File: src/rtl/fa_cache_pkg.sv
// Shared memory-subsystem definitions: default bus widths, the cache line
// record layout and a helper for sizing line-index fields.
package fa_cache_pkg;

    localparam int ADDR_W_DEF = 16;
    localparam int DATA_W_DEF = 16;

    // One cache line: valid bit, full-address tag, one data word.
    typedef struct packed {
        logic                  valid;
        logic [ADDR_W_DEF-1:0] tag;
        logic [DATA_W_DEF-1:0] data;
    } line_t;

    // Width of a line index; at least one bit so a single-line cache still
    // has a legal index type.
    function automatic int idx_width(input int n);
        return (n > 1) ? $clog2(n) : 1;
    endfunction

endpackage

File: src/rtl/fa_cache_if.sv
// Lookup/fill/eviction bus of the fully associative cache.
// Handshake: re and we are single-cycle strobes sampled on the rising edge of
// clk with no backpressure; hit/rdata and evicted_* are registered results of
// that same edge and are held for exactly one cycle. The evicted_* group
// carries the same meaning as waddr/wdata/we, so an instance can feed the next
// cache level directly.
interface fa_cache_if
    import fa_cache_pkg::*;
#(
    parameter int ADDR_W = ADDR_W_DEF,
    parameter int DATA_W = DATA_W_DEF
);
    logic [ADDR_W-1:0] raddr;
    logic              re;
    logic [ADDR_W-1:0] waddr;
    logic [DATA_W-1:0] wdata;
    logic              we;
    logic [DATA_W-1:0] rdata;
    logic              hit;
    logic [ADDR_W-1:0] evicted_addr;
    logic [DATA_W-1:0] evicted_data;
    logic              evicted_valid;

    modport master (
        output raddr, re, waddr, wdata, we,
        input  rdata, hit, evicted_addr, evicted_data, evicted_valid
    );

    modport slave (
        input  raddr, re, waddr, wdata, we,
        output rdata, hit, evicted_addr, evicted_data, evicted_valid
    );
endinterface

File: src/rtl/fa_cache_lru_tracker.sv
// True-LRU order tracker. Each line carries an age rank: 0 is LRU,
// N_ENTRIES-1 is MRU; the ranks always form a permutation. A read touch is
// applied before a write touch, so the written line ends up MRU and the read
// line second-most-recent when both occur in one cycle. The victim reflects
// the order before this cycle's touches.
module lru_tracker
    import fa_cache_pkg::*;
#(
    parameter  int N_ENTRIES = 4,
    localparam int IDX_W     = idx_width(N_ENTRIES)
) (
    input  logic             clk,
    input  logic             rst_n,
    input  logic             rd_touch,
    input  logic [IDX_W-1:0] rd_idx,
    input  logic             wr_touch,
    input  logic [IDX_W-1:0] wr_idx,
    output logic [IDX_W-1:0] victim
);

    typedef logic [N_ENTRIES-1:0][IDX_W-1:0] age_t;

    age_t age_q;
    age_t age_after_rd;
    age_t age_next;

    // Move one line to MRU; every line that was more recent slides down one.
    function automatic age_t promote(input age_t a, input logic [IDX_W-1:0] idx);
        age_t r;
        r = a;
        for (int j = 0; j < N_ENTRIES; j++) begin
            if (a[j] > a[idx]) r[j] = a[j] - 1'b1;
        end
        r[idx] = IDX_W'(N_ENTRIES - 1);
        return r;
    endfunction

    // Apply read touch first, then write touch.
    always_comb begin
        age_after_rd = rd_touch ? promote(age_q, rd_idx) : age_q;
        age_next     = wr_touch ? promote(age_after_rd, wr_idx) : age_after_rd;
    end

    // Victim is whichever line currently holds rank 0.
    always_comb begin
        victim = '0;
        for (int i = 0; i < N_ENTRIES; i++) begin
            if (age_q[i] == '0) victim = IDX_W'(i);
        end
    end

    // Rank register; reset puts line 0 at LRU, highest index at MRU.
    always_ff @(posedge clk or negedge rst_n) begin
        if (!rst_n) begin
            for (int i = 0; i < N_ENTRIES; i++) age_q[i] <= IDX_W'(i);
        end else begin
            age_q <= age_next;
        end
    end

endmodule

File: src/rtl/fa_cache.sv
// Fully associative cache with true-LRU replacement. Lookups read pre-write
// contents except when re and we name the same address, in which case the
// write data is bypassed. Fills update in place, then take the lowest free
// line, then displace the LRU line and report it on evicted_*.
module fa_cache
    import fa_cache_pkg::*;
#(
    parameter  int N_ENTRIES = 4,
    parameter  int ADDR_W    = ADDR_W_DEF,
    parameter  int DATA_W    = DATA_W_DEF,
    localparam int IDX_W     = idx_width(N_ENTRIES)
) (
    input logic       clk,
    input logic       rst_n,
    fa_cache_if.slave bus
);

    // Line storage, split per field of the line record so widths follow the
    // instance parameters.
    logic [N_ENTRIES-1:0] valid_q;
    logic [ADDR_W-1:0]    tag_q  [N_ENTRIES];
    logic [DATA_W-1:0]    data_q [N_ENTRIES];

    logic             rd_hit;
    logic [IDX_W-1:0] rd_idx;
    logic             wr_hit;
    logic [IDX_W-1:0] wr_hit_idx;
    logic             free_found;
    logic [IDX_W-1:0] free_idx;
    logic [IDX_W-1:0] victim;
    logic [IDX_W-1:0] wr_idx;
    logic             evict;
    logic             bypass;

    logic              hit_q;
    logic [DATA_W-1:0] rdata_q;
    logic              ev_valid_q;
    logic [ADDR_W-1:0] ev_addr_q;
    logic [DATA_W-1:0] ev_data_q;

    // Tag match for both ports and lowest-index free line search.
    always_comb begin
        rd_hit     = 1'b0;
        rd_idx     = '0;
        wr_hit     = 1'b0;
        wr_hit_idx = '0;
        free_found = 1'b0;
        free_idx   = '0;
        for (int i = 0; i < N_ENTRIES; i++) begin
            if (valid_q[i] && tag_q[i] == bus.raddr) begin
                rd_hit = 1'b1;
                rd_idx = IDX_W'(i);
            end
            if (valid_q[i] && tag_q[i] == bus.waddr) begin
                wr_hit     = 1'b1;
                wr_hit_idx = IDX_W'(i);
            end
            if (!free_found && !valid_q[i]) begin
                free_found = 1'b1;
                free_idx   = IDX_W'(i);
            end
        end
    end

    // Fill target selection: update in place, else free line, else LRU.
    always_comb begin
        wr_idx = wr_hit ? wr_hit_idx : (free_found ? free_idx : victim);
        evict  = bus.we && !wr_hit && !free_found;
        bypass = bus.re && bus.we && (bus.raddr == bus.waddr);
    end

    lru_tracker #(.N_ENTRIES(N_ENTRIES)) u_lru (
        .clk      (clk),
        .rst_n    (rst_n),
        .rd_touch (bus.re && rd_hit),
        .rd_idx   (rd_idx),
        .wr_touch (bus.we),
        .wr_idx   (wr_idx),
        .victim   (victim)
    );

    // Line array update on fill.
    always_ff @(posedge clk or negedge rst_n) begin
        if (!rst_n) begin
            valid_q <= '0;
            for (int i = 0; i < N_ENTRIES; i++) begin
                tag_q[i]  <= '0;
                data_q[i] <= '0;
            end
        end else if (bus.we) begin
            valid_q[wr_idx] <= 1'b1;
            tag_q[wr_idx]   <= bus.waddr;
            data_q[wr_idx]  <= bus.wdata;
        end
    end

    // Registered lookup result and one-cycle eviction report.
    always_ff @(posedge clk or negedge rst_n) begin
        if (!rst_n) begin
            hit_q      <= 1'b0;
            rdata_q    <= '0;
            ev_valid_q <= 1'b0;
            ev_addr_q  <= '0;
            ev_data_q  <= '0;
        end else begin
            if (bypass) begin
                hit_q   <= 1'b1;
                rdata_q <= bus.wdata;
            end else if (bus.re && rd_hit) begin
                hit_q   <= 1'b1;
                rdata_q <= data_q[rd_idx];
            end else begin
                hit_q   <= 1'b0;
                rdata_q <= '0;
            end
            ev_valid_q <= evict;
            ev_addr_q  <= evict ? tag_q[victim]  : '0;
            ev_data_q  <= evict ? data_q[victim] : '0;
        end
    end

    assign bus.hit           = hit_q;
    assign bus.rdata         = rdata_q;
    assign bus.evicted_valid = ev_valid_q;
    assign bus.evicted_addr  = ev_addr_q;
    assign bus.evicted_data  = ev_data_q;

endmodule

File: src/flat_wrapper.sv
// flat-port wrapper written by rule: the top's interface ports become plain ports
module fa_cache_flat import fa_cache_pkg::*;
#(
    parameter  int N_ENTRIES = 4,
    parameter  int ADDR_W    = ADDR_W_DEF,
    parameter  int DATA_W    = DATA_W_DEF,
    localparam int IDX_W     = idx_width(N_ENTRIES)
)
  (clk, rst_n, bus_raddr, bus_re, bus_waddr, bus_wdata, bus_we, bus_rdata, bus_hit, bus_evicted_addr, bus_evicted_data, bus_evicted_valid);
  fa_cache_if #(.ADDR_W(ADDR_W), .DATA_W(DATA_W)) bus_i ();
  input logic clk;
  input logic rst_n;
  input wire logic [$bits(bus_i.raddr)-1:0] bus_raddr;
  input wire logic [$bits(bus_i.re)-1:0] bus_re;
  input wire logic [$bits(bus_i.waddr)-1:0] bus_waddr;
  input wire logic [$bits(bus_i.wdata)-1:0] bus_wdata;
  input wire logic [$bits(bus_i.we)-1:0] bus_we;
  output wire logic [$bits(bus_i.rdata)-1:0] bus_rdata;
  output wire logic [$bits(bus_i.hit)-1:0] bus_hit;
  output wire logic [$bits(bus_i.evicted_addr)-1:0] bus_evicted_addr;
  output wire logic [$bits(bus_i.evicted_data)-1:0] bus_evicted_data;
  output wire logic [$bits(bus_i.evicted_valid)-1:0] bus_evicted_valid;
  assign bus_i.raddr = bus_raddr;
  assign bus_i.re = bus_re;
  assign bus_i.waddr = bus_waddr;
  assign bus_i.wdata = bus_wdata;
  assign bus_i.we = bus_we;
  assign bus_rdata = bus_i.rdata;
  assign bus_hit = bus_i.hit;
  assign bus_evicted_addr = bus_i.evicted_addr;
  assign bus_evicted_data = bus_i.evicted_data;
  assign bus_evicted_valid = bus_i.evicted_valid;
  fa_cache #(.N_ENTRIES(N_ENTRIES), .ADDR_W(ADDR_W), .DATA_W(DATA_W)) u_core (.clk(clk), .rst_n(rst_n), .bus(bus_i));
endmodule
File: config.mk
export PLATFORM = sky130hd
export DESIGN_NAME = fa_cache_flat
export DESIGN_NICKNAME = d
export VERILOG_FILES = /design/src/rtl/fa_cache_pkg.sv /design/src/rtl/fa_cache_if.sv /design/src/rtl/fa_cache_lru_tracker.sv /design/src/rtl/fa_cache.sv /design/src/flat_wrapper.sv
export SDC_FILE = /design/constraint.sdc
export NUM_CORES = 1
export LEC_CHECK = 0
export CAP_MARGIN = 40
export CELL_PAD_IN_SITES_DETAIL_PLACEMENT = 2
export CELL_PAD_IN_SITES_GLOBAL_PLACEMENT = 2
export CORE_ASPECT_RATIO = 1.4
export CORE_MARGIN = 5
export CORE_UTILIZATION = 41
export DETAILED_ROUTE_END_ITERATION = 6
export GPL_TIMING_DRIVEN = 0
export PLACE_DENSITY_LB_ADDON = 0.1
export SYNTH_ARGS = -nofsm -noshare
export SYNTH_HDL_FRONTEND = slang
export SYNTH_SLANG_ARGS = --single-unit
File: constraint.sdc
create_clock -name clk -period 7.8 [get_ports clk]
set_clock_uncertainty 0.1 [all_clocks]
set_input_delay 1.56 -clock clk [delete_from_list [all_inputs] [get_ports clk]]
set_output_delay 1.56 -clock clk [all_outputs]
set_load 0.03 [all_outputs]
# Yosys cells after proc, flatten, opt, wreduce, memory -nomap -nowiden
# Cells that the tools add are included.
# classes
addsub,8
n_lt_le_gt_ge,16
eq_ne,9
mux,65
bitwise,6
n_reduce_logical,29
# ops
operator,n
16-bit 2-to-1 mux,11
16-bit == test,9
64-bit bitwise mux,2
16-bit binary-select mux with 2-bit select,3
2-bit 2-to-1 mux,22
16-bit demux with 2-bit select,1
1-bit logical AND,19
1-bit 2-to-1 mux,19
2-bit greater-than comparator,8
8-bit 2-to-1 mux,2
8-bit OR,2
"2-bit by 1-bit subtractor with 2-bit output, second input constant",8
"3-bit >= comparator, second input constant",3
2-bit inverter with 3-bit output,3
2-bit binary-select mux with 2-bit select,2
2-bit demux with 2-bit select,2
1-bit zero test,7
2-bit zero test,3
"2-bit by 3-bit < comparator with 1-bit output, second input constant",2
"2-bit by 1-bit >= comparator with 1-bit output, second input constant",2
4-bit OR,1
"3-bit by 1-bit < comparator with 1-bit output, second input constant",1
1-bit demux with 2-bit select,1
# totals
ff_bits,190
in_bits,52
out_inout_bits,50
word_cells,151

# Depth between registers and ports, before layout
# Gate-level depths: netlist (run 1).
# logic_depth
ltp_word,17
depth_mapped,23
depth_no_buf,22

# By module
# A second synthesis (run 1) with hierarchy kept.
# unflattened
cells_unflattened,951
hier_area_um2,11125.7
# by_module_without_submodules
module,n_inst,cells_per_inst,area_per_inst_um2
fa_cache,1,801,9824.4
lru_tracker,1,150,1301.2

# Worst setup path before layout (run 1)
# OpenSTA, ideal clock, no wires.
# synth_path
path_type,input to register
startpoint,input port bus_raddr[6]
endpoint,register u_core.u_lru.age_q[3] (netlist name)
setup_time_ns,0.125
arrival_time_ns,5.807
required_time_ns,7.575
slack_ns,1.768
stages,21
n_path_buf,1
cell_sequence,buf_2 -> xor2_1 -> nor4_1 -> nand2_1 -> or4_2 -> a21oi_1 -> a21oi_1 -> a21oi_1 -> ha_1 -> nor2_1 -> o21ai_0 -> a21oi_1 -> nor4_1 -> a211oi_1 -> nand2_1 -> a221oi_2 -> ha_1 -> nand2_1 -> o211ai_1 -> a21o_1 -> mux2_4
# synth_rtl
element,line_no,text
"start, declared",flat_wrapper.sv:13,input wire logic [$bits(bus_i.raddr)-1:0] bus_raddr;
"end signal, assigned",fa_cache_lru_tracker.sv:57,age_q <= age_next;
"end, declared",fa_cache_lru_tracker.sv:23,age_t age_q;

==> qor.csv, run 1 <==
metric,value,unit
synth_top_flop_cell,dfrtp_1,
use_met2,53.4,%
dp_hpwl,31800,um
final.setup.worst_slack,974,ps
setup_viol,0,
hold_class,register to register,
critical_path_buf_inv_count,1,
rsz0062_at_grt,no,
grt_pass1_vias,10200,
path_delay_family,compound AO/OA/AOI/OAI gates,
core_area,26900,um^2
swShare,45.1,%
start_util,41.6,%
critPathSlowestCell,nor3_1,
via_per_inst,5.75,
antenna_found_initial,0,
grt.total_usage,28.0,%
insertedDiodeCount,0,
period_share,87.5,%
ant_nets,0,
power_switching,2.56,mW
grt_start_max_net_pins,120,
postSynthCellCount,1086,
overflow,0,
cts_buffers,17,
grt_pass1_wl,63600,um
crit_path_end_kind,register,
crit_fanout,5,
p_int,3.12,mW
layout-drive-gt1-share,20.0,%
synth-compound-area-share,9.58,%
synth-seq-area-share,42.5,%
layout.cells.most_common,dfrtp_1,
status,finished clean,
place_inst,1529,
rows,71,
grt_busiest_layer,met2,
area_growth,16.4,%
synth.area.mux_share,17.8,%
htreeDepth,4,
min_period,6830,ps
finalPower,5.68,mW
synthAdderAreaFrac,1.88,%
clkTransAtPathRegs,80,ps
insertion_delay,450,ps
synth.avg_cell_area,10.3,um^2
relSlewSlack,36.2,%
cts_hold_buf,0,
synth_seq_cells,190,
dp_slack,614,ps
hold_viol,0,
synth_nets,1153,
cpPeakStageDelay,650,ps
post_cts_buffers,0,
synth_top_family_by_area,multiplexers,
ys_warn_count,0,
cp.arrival,7060,ps
synth_edf_count,0,
crit_chain,buf_6 -> xnor2_1 -> nand4_1 -> or2_1 -> nor3_1 -> nor3_1 -> a21oi_1 -> ha_1 -> nor2_1 -> o21ai_0 -> a21oi_1 -> nor4_1 -> a211oi_1 -> nand2_1 -> a221oi_2 -> ha_1 -> nand2_1 -> o211ai_1 -> a21o_1 -> mux2_4,
p_comb_share,50.9,%
netlist_area,11200,um^2
synthXorXnorAreaFrac,11.4,%
io_buffers,68,
cts_root_buf,clkbuf_16,
fin_nets,1250,
maxCapViolations,0,
synth_cell_types,73,
powerDensity,435,nW/um^2
dieArea,30800,um^2
leakage,5.24,nW
stdcell_count,1561,
power.share.clock,15.4,%
cts_resized,0,
seqPwrFrac,33.7,%
met3_usage,3.64,%
ios,102,
num_vias,8980,
worstPathRequired,8030,ps
die_w,150,um
tns,0,ps
async_reset_ff_share,100,%
drt_iter0_markers,296,
clock_sinks,190,
max_freq,146,MHz
postRouteWirelength,41800,um
wl_per_cell,26.8,um
worstMarginPinSlew,956,ps
start_kind,input port,
fp.dieH,206,um
place.gp.congestion,1.01,
cts_tree,built,
route.detailed.drc,0,
crit_type,input port to register,
dr.pass1.iters,4,
clock_path_buffers,2,
fin_util,48.5,%
slew_viol_final,0,
synthSimpleGateAreaFrac,13.0,%
grtUsageMet1,29.5,%
most-common-layout-cells,"dfrtp_1, mux2_2, nor2_1, xor2_1, nand2_1",
ir_drop,163,uV
## layer usage
metal / share of wire (%) / wire length [um]
met2: 55 / 22900
met4: 5.9 / 2450
met3: 2.7 / 1140
met1: 37 / 15300
met5: 0 / 0
## cells by family after synthesis
family,after synthesis
AO/OA/AOI/OAI,167
adder cells (fa/ha/maj),17
buffers and inverters,95
AND/OR/NAND/NOR,288
multiplexers,183
XOR/XNOR,146
flip-flops,190
## Yosys cell counts, types with 2 or more instances
library cell | number | area share [%]
nor3_1 | 15 | 0.67
o21ai_0 | 51 | 2.3
o21ai_1 | 4 | 0.18
a211oi_1 | 5 | 0.33
nand3_1 | 20 | 0.89
a31oi_1 | 2 | 0.11
o22ai_1 | 16 | 0.89
inv_1 | 12 | 0.40
nand2b_1 | 10 | 0.56
nor4_2 | 2 | 0.22
or3_1 | 2 | 0.11
buf_4 | 3 | 0.20
nand2_1 | 73 | 2.4
and3_1 | 3 | 0.17
o31a_1 | 3 | 0.23
nand3b_1 | 3 | 0.20
or4_1 | 5 | 0.33
and4_1 | 7 | 0.55
and2_1 | 4 | 0.22
maj3_2 | 2 | 0.20
nor4_1 | 23 | 1.3
o41ai_2 | 2 | 0.29
nand4_1 | 15 | 0.84
or2_2 | 2 | 0.11
nor2_1 | 80 | 2.7
a21oi_1 | 43 | 1.9
a21o_1 | 3 | 0.20
or2_1 | 3 | 0.17
buf_1 | 5 | 0.17
mux2_2 | 129 | 13
dfrtp_1 | 186 | 42
ha_1 | 15 | 1.7
mux2i_1 | 53 | 4.7
o211ai_1 | 21 | 1.4
xnor2_1 | 72 | 5.6
a22oi_1 | 2 | 0.13
clkbuf_1 | 38 | 1.3
dfstp_2 | 4 | 0.94
nor2b_1 | 7 | 0.39
buf_2 | 34 | 1.5
xor2_1 | 74 | 5.8
buf_6 | 2 | 0.20
## path summary, 6_finish.rpt
| path | startpoint | end | slack, ps | cells after the start |
|---|---|---|---|---|
| worst min register to register | u_core.valid_q[0] | u_core.valid_q[0] | 430 | 1 |
| worst max-delay path | bus_raddr[9] | u_core.u_lru.age_q[3] | 970 | 20 |
| min in group asynchronous | rst_n | u_core.bus.rdata[2] | 970 | 1 |
| max in group asynchronous | rst_n | u_core.tag_q[4] | 5620 | 2 |
| worst min-delay path | u_core.valid_q[0] | u_core.valid_q[0] | 430 | 1 |
| worst max register to register | u_core.tag_q[25] | u_core.u_lru.age_q[3] | 1740 | 19 |
## final cells by class
cell class | instances | area, um^2
plain buffers | 82 | 377
clock buffers | 17 | 425
clock inverters | 15 | 150
fillers | 2822 | 13900
inverters | 13 | 48.8
multi-input cells | 801 | 6020
flip-flops and latches | 190 | 4760
well taps | 365 | 457
repair buffers | 78 | 810
## worst register-to-register path: cells and delay by family (launching register included)
kind | cells | cell delay (ps)
AOI/OAI and AO/OA | 7 | 2110
and+or+nand+nor | 8 | 1930
adders and majority gates | 2 | 640
xor gates and xnor gates | 1 | 450
DFF | 1 | 420
muxes | 1 | 300
## through the flow
step | cell area, um^2 | hold slack (ps)
2_1_floorplan | 11200 | 357
3_3_place_gp | 12300 | 400
3_5_place_dp | 12500 | 402
4_1_cts | 13000 | 425
5_1_grt | 13000 | 454
6_report | 13000 | 427
## power groups by stage
stage / Clock [mW] / Combinational (mW) / Sequential [mW]
after global routing: 0.939 / 3.13 / 1.96
after CTS: 0.892 / 2.91 / 1.91
after global placement: 0 / 2.72 / 1.89
final: 0.873 / 2.89 / 1.92
after floorplan: 0 / 1.86 / 1.85
after detailed placement: 0 / 2.87 / 1.92
## flip-flops by register name (all words and copies together), names as in the netlist
name and cells:
u_core.tag_q 64, u_core.bus.evicted_data 16, u_core.u_lru.age_q 8, u_core.bus.hit 1, u_core.bus.evicted_addr 16, u_core.valid_q 4, u_core.data_q 64, u_core.bus.rdata 16
u_core.bus.evicted_valid 1
(Power assumes the default switching activity.)
==> run 2, diff against run 1 <==
Settings changed: GPL_TIMING_DRIVEN 0 to unset.
==> run 2 against run 1 <==
Effect of this change:
- die area unchanged
- first-iteration DRC count up 10%
- via count down 2.3%
- sequential power about the same
- register-to-register slack better by 360 ps
- critical path type unchanged
- critical endpoint unchanged
- largest cell class unchanged
- largest power group unchanged
==> qor.csv, run 2 (synthesized netlist as in run 1, its figures left out) <==
metric,value,unit,change
hold_class,register to register,,
clock_sinks,190,,unchanged
crit_type,input port to register,,
grtUsageMet1,28.9,%,-0.52 points
dp_slack,467,ps,-147 ps
dieArea,30800,um^2,unchanged
io_buffers,101,,+49%
rows,71,,unchanged
most-common-layout-cells,"dfrtp_1, mux2_2, clkdlybuf4s50_1, nor2_1, xor2_1",,
hold_end,u_core.valid_q[0],,
via_per_inst,5.76,,+0.11%
num_vias,8771,,-2.3%
path_delay_family,compound AO/OA/AOI/OAI gates,,
insertedDiodeCount,0,,unchanged
dp_hpwl,28800,um,-9.3%
multiInputGateArea,6050,um^2,+0.39%
htreeDepth,4,,unchanged
ant_nets,0,,unchanged
start_util,41.6,%,unchanged
cts_resized,0,,unchanged
place.gp.congestion,0.956,,-5.0%
ff_latch_area,4760,um^2,unchanged
min_period,6940,ps,+116 ps
post_cts_buffers,0,,unchanged
postRouteWirelength,39600,um,-5.4%
hold_viol,0,,unchanged
wl_per_cell,26.0,um,-3.0%
crit_top_cell,a21oi_1,,
hold_depth,1,,unchanged
core_area,26900,um^2,unchanged
worstMarginPinSlew,945,ps,-11.0 ps
overflow,0,,unchanged
leakage,5.26,nW,+0.21%
crit_chain,clkdlybuf4s50_1 -> xor2_1 -> nor4_1 -> nand2_1 -> or4_2 -> a21oi_1 -> a21oi_1 -> a21oi_1 -> ha_1 -> nor2_1 -> o21ai_0 -> a21oi_1 -> nor4_1 -> a211oi_1 -> nand2_1 -> a221oi_2 -> ha_1 -> nand2_1 -> o211ai_1 -> a21o_1 -> mux2_4,,
ios,102,,unchanged
worstHoldStart,u_core.valid_q[0],,
die_w,150,um,unchanged
start_kind,input port,,
area_growth,17.6,%,
cp.arrival,7180,ps,+120 ps
fp.dieH,206,um,unchanged
grt_busiest_layer,met2,,
layout.cells.most_common,dfrtp_1,,
fillCellCount,2785,,-1.3%
regToRegEndpoint,u_core.u_lru.age_q[3],,
largest_registers,"u_core.data_q x64, u_core.tag_q x64",,
grt_pass1_wl,60900,um,-4.3%
critPathSlowestCell,or4_2,,
final.setup.worst_slack,858,ps,-116 ps
r2r_slack,2100,ps,+360 ps
fin_nets,1212,,-3.0%
cts_hold_buf,0,,unchanged
drt_iter0_markers,326,,+10%
maxCapViolations,0,,unchanged
tns,0,ps,unchanged
grt_pass1_vias,9863,,-2.9%
dpl-instance-area,12600,um^2,+0.62%
crit_fanout,5,,unchanged
grt.total_usage,26.3,%,-1.6 points
dr.pass1.iters,4,,unchanged
insertion_delay,460,ps,about the same
rsz0062_at_grt,no,,
worstPathRequired,8040,ps,about the same
cts_tree,built,,
rr_worst_depth,20,,+1
antenna_found_initial,0,,unchanged
cts_root_buf,clkbuf_16,,
layout-drive-gt1-share,18.7,%,-1.3 points
cpPeakStageDelay,720,ps,+70 ps
ir_drop,172,uV,+5.3%
rr_startpoint,u_core.tag_q[23],,
met3_usage,3.50,%,-0.13 points
max_freq,144,MHz,-1.7%
powerDensity,431,nW/um^2,-1.1%
fin_util,49.0,%,+0.47 points
route.detailed.drc,0,,unchanged
status,finished clean,,
cts_buffers,17,,unchanged
use_met2,49.9,%,-3.5 points
setup_viol,0,,unchanged
clock_path_buffers,2,,unchanged
grt_start_max_net_pins,76,,-37%
stdcell_area,13200,um^2,+0.98%
slew_viol_final,0,,unchanged
period_share,89.0,%,+1.5 points
clkTransAtPathRegs,70,ps,about the same
crit_path_end_kind,register,,
relSlewSlack,36.3,%,+0.047 points
fin_hold_ws,411,ps,-15.4 ps
critical_path_buf_inv_count,1,,unchanged
==> run 2: final cells by class <==
cell class / instances / share of cell area, %
Multi-Input combinational cell: 801 / 45.9
Sequential cell: 190 / 36.1
Timing Repair Buffer: 122 / 9.41
Tap cell: 365 / 3.47
Clock buffer: 18 / 3.26
Clock inverter: 14 / 1.49
Inverter: 13 / 0.370
==> run 2: how the worst max path moves through the flow <==
stage	cells after the start	slack, ps	endpoint	startpoint
after floorplan	21	1770	u_core.u_lru.age_q[3]	bus_raddr[6]
after global placement	21	670	u_core.u_lru.age_q[3]	bus_raddr[10]
after detailed placement	21	470	u_core.u_lru.age_q[3]	bus_raddr[10]
after CTS	21	920	u_core.u_lru.age_q[3]	bus_raddr[10]
after global routing	21	530	u_core.u_lru.age_q[3]	bus_raddr[10]
final	21	860	u_core.u_lru.age_q[3]	bus_raddr[6]
==> run 2: per-layer routing <==
layer / share of wire [%] / wire (um)
met1: 38 / 14900
met2: 55 / 21800
met3: 2.8 / 1100
met4: 4.3 / 1720
met5: 0 / 0
==> run 2: where the power goes <==
group | internal [mW] | switching, mW | leakage, nW
combinational | 1.27 | 1.53 | 2.65
clock | 0.518 | 0.433 | 0.299
sequential | 1.43 | 0.501 | 2.31
total | 3.21 | 2.46 | 5.26
==> run 2: through the flow <==
step,std cells,power [mW]
2_1_floorplan,1086,3.72
3_3_place_gp,1487,4.57
3_5_place_dp,1491,4.71
4_1_cts,1523,5.72
5_1_grt,1523,6.02
6_report,1523,5.67
==> run 3, diff against run 2 <==
Settings changed: CORE_ASPECT_RATIO 1.4 to 0.5.
==> run 3 against run 2 <==
Effect of this change:
- maximum frequency decreased by 1.1%
- worst setup slack lost 78 ps
- clock power shrank 3.7%
- core utilization increased by 0.29 points
- critical endpoint unchanged
- largest cell class unchanged
- largest power group unchanged
- highest routed layer unchanged
==> qor.csv, run 3 (synthesized netlist as in run 1, its figures left out) <==
metric,value,unit,change
status,finished clean,,
maxCapViolations,0,,unchanged
powerDensity,429,nW/um^2,-0.34%
leakage,5.26,nW,about the same
rr_startpoint,u_core.tag_q[9],,
regToRegEndpoint,u_core.u_lru.age_q[3],,
rsz0062_at_grt,no,,
start_util,42.0,%,+0.35 points
grt_pass1_wl,61000,um,+0.22%
multiInputGateArea,6050,um^2,unchanged
startpoint,bus_raddr[6],,
dr.pass1.iters,4,,unchanged
post_cts_buffers,0,,unchanged
cp.arrival,7250,ps,+70 ps
cts_buffers,17,,unchanged
clkTransAtPathRegs,70,ps,about the same
crit_end,u_core.u_lru.age_q[3],,
largest_registers,"u_core.data_q x64, u_core.tag_q x64",,
postRouteWirelength,38900,um,-1.6%
worstPathRequired,8030,ps,about the same
io_buffers,101,,unchanged
hold_viol,0,,unchanged
relSlewSlack,40.2,%,+4.0 points
wl_per_cell,25.8,um,-0.86%
min_period,7020,ps,+77.7 ps
period_share,90.0,%,+1.0 points
slew_viol_final,0,,unchanged
fillCellCount,2714,,-2.5%
antenna_found_initial,0,,unchanged
num_vias,8865,,+1.1%
insertion_delay,450,ps,about the same
grt_pass1_vias,10000,,+1.5%
start_kind,input port,,
cts_root_buf,clkbuf_16,,
ant_nets,0,,unchanged
crit_fanout,5,,unchanged
via_per_inst,5.87,,+1.9%
most-common-layout-cells,"dfrtp_1, mux2_2, clkdlybuf4s50_1, nor2_1, xor2_1",,
finalPower,5.64,mW,-0.58%
die_w,244,um,+63%
grt_start_max_net_pins,66,,-13%
core_area,26700,um^2,-0.82%
tns,0,ps,unchanged
setup_viol,0,,unchanged
fp.dieH,127,um,-38%
cts_tree,built,,
ios,102,,unchanged
grt.total_usage,25.6,%,-0.77 points
drt_iter0_markers,421,,+29%
fin_nets,1212,,unchanged
worstMarginPinSlew,896,ps,-49.0 ps
overflow,0,,unchanged
clock_path_buffers,2,,unchanged
r2r_slack,2050,ps,-50 ps
layout.cells.most_common,dfrtp_1,,
ir_drop,177,uV,+3.1%
cts_resized,0,,unchanged
area_growth,17.3,%,
clock_sinks,190,,unchanged
dp_hpwl,27800,um,-3.5%
cts_hold_buf,0,,unchanged
rows,42,,-41%
dieArea,30900,um^2,+0.50%
crit_type,input port to register,,
hold_class,register to register,,
layout-drive-gt1-share,18.7,%,+0.086 points
ff_latch_area,4760,um^2,unchanged
rr_worst_depth,20,,unchanged
htreeDepth,4,,unchanged
route.detailed.drc,0,,unchanged
place.gp.congestion,0.933,,-2.4%
crit_path_end_kind,register,,
max_freq,142,MHz,-1.1%
## run 3: cell types whose count changed in the layout (fill, tap and decap cells not counted), moves of 2 or more
| cell | change |
|---|---|
| clkinvlp_4 | -2 |
| clkbuf_8 | +2 |
| buf_4 | -2 |
| buf_12 | +2 |
| buf_16 | -2 |
| clkinv_2 | +4 |
| inv_6 | -3 |
## run 3: critical path: stages
cell	delay, ps
clkdlybuf4s50_1	670
xor2_1	220
nor4_1	330
nand2_1	210
or4_2	750
a21oi_1	170
a21oi_1	90
a21oi_1	330
ha_1	310
nor2_1	170
o21ai_0	140
a21oi_1	270
a31oi_1	140
o21ai_1	350
mux2_2	230
mux2i_1	170
ha_1	350
nor2b_1	130
o211ai_1	200
a21o_1	150
mux2_4	300
## run 3: layer usage
layer / vias to the layer above / share of wire (%) / global-route usage (%)
met5: - / 0 / 0
met4: 0 / 1.7 / 6.33
met3: 47 / 3.5 / 3.91
met2: 163 / 49 / 44.7
met1: 4695 / 45 / 33.7
li1: 3960 / - / -
## run 3: cell type report
type | count | share of cell area, %
diodes | 1 | 0.0190
inverters | 13 | 0.371
clock buffers | 19 | 3.45
repair buffers | 122 | 9.40
clock inverters | 13 | 1.21
well taps | 352 | 3.35
flip-flops and latches | 190 | 36.2
multi-input cells | 801 | 46.0
## run 3: where the power goes
group	internal, mW	switching, mW
logic	1.27	1.55
clock network	0.498	0.418
registers	1.43	0.474
total	3.19	2.45
## run 3: worst min-delay path by stage
stage / start / to / slack (ps) / cells after the start
4_1_cts: u_core.valid_q[0] / u_core.valid_q[0] / 430 / 1
2_1_floorplan: u_core.valid_q[0] / u_core.valid_q[0] / 360 / 1
5_1_grt: u_core.valid_q[0] / u_core.valid_q[0] / 450 / 1
3_3_place_gp: u_core.valid_q[0] / u_core.valid_q[0] / 400 / 1
6_report: u_core.valid_q[0] / u_core.valid_q[0] / 420 / 1
3_5_place_dp: u_core.valid_q[0] / u_core.valid_q[0] / 410 / 1
## run 3: through the flow
stage / cells / area (um^2) / hold slack (ps) / setup slack, ps / utilization (%)
final: 1511 / 13100 / 423 / 780 / 49.2
after global routing: 1510 / 13100 / 452 / 394 / 49.2
after CTS: 1510 / 13100 / 428 / 860 / 49.2
after detailed placement: 1478 / 12500 / 412 / 452 / 46.9
after global placement: 1472 / 12400 / 401 / 645 / 46.6
after floorplan: 1086 / 11200 / 357 / 1770 / -
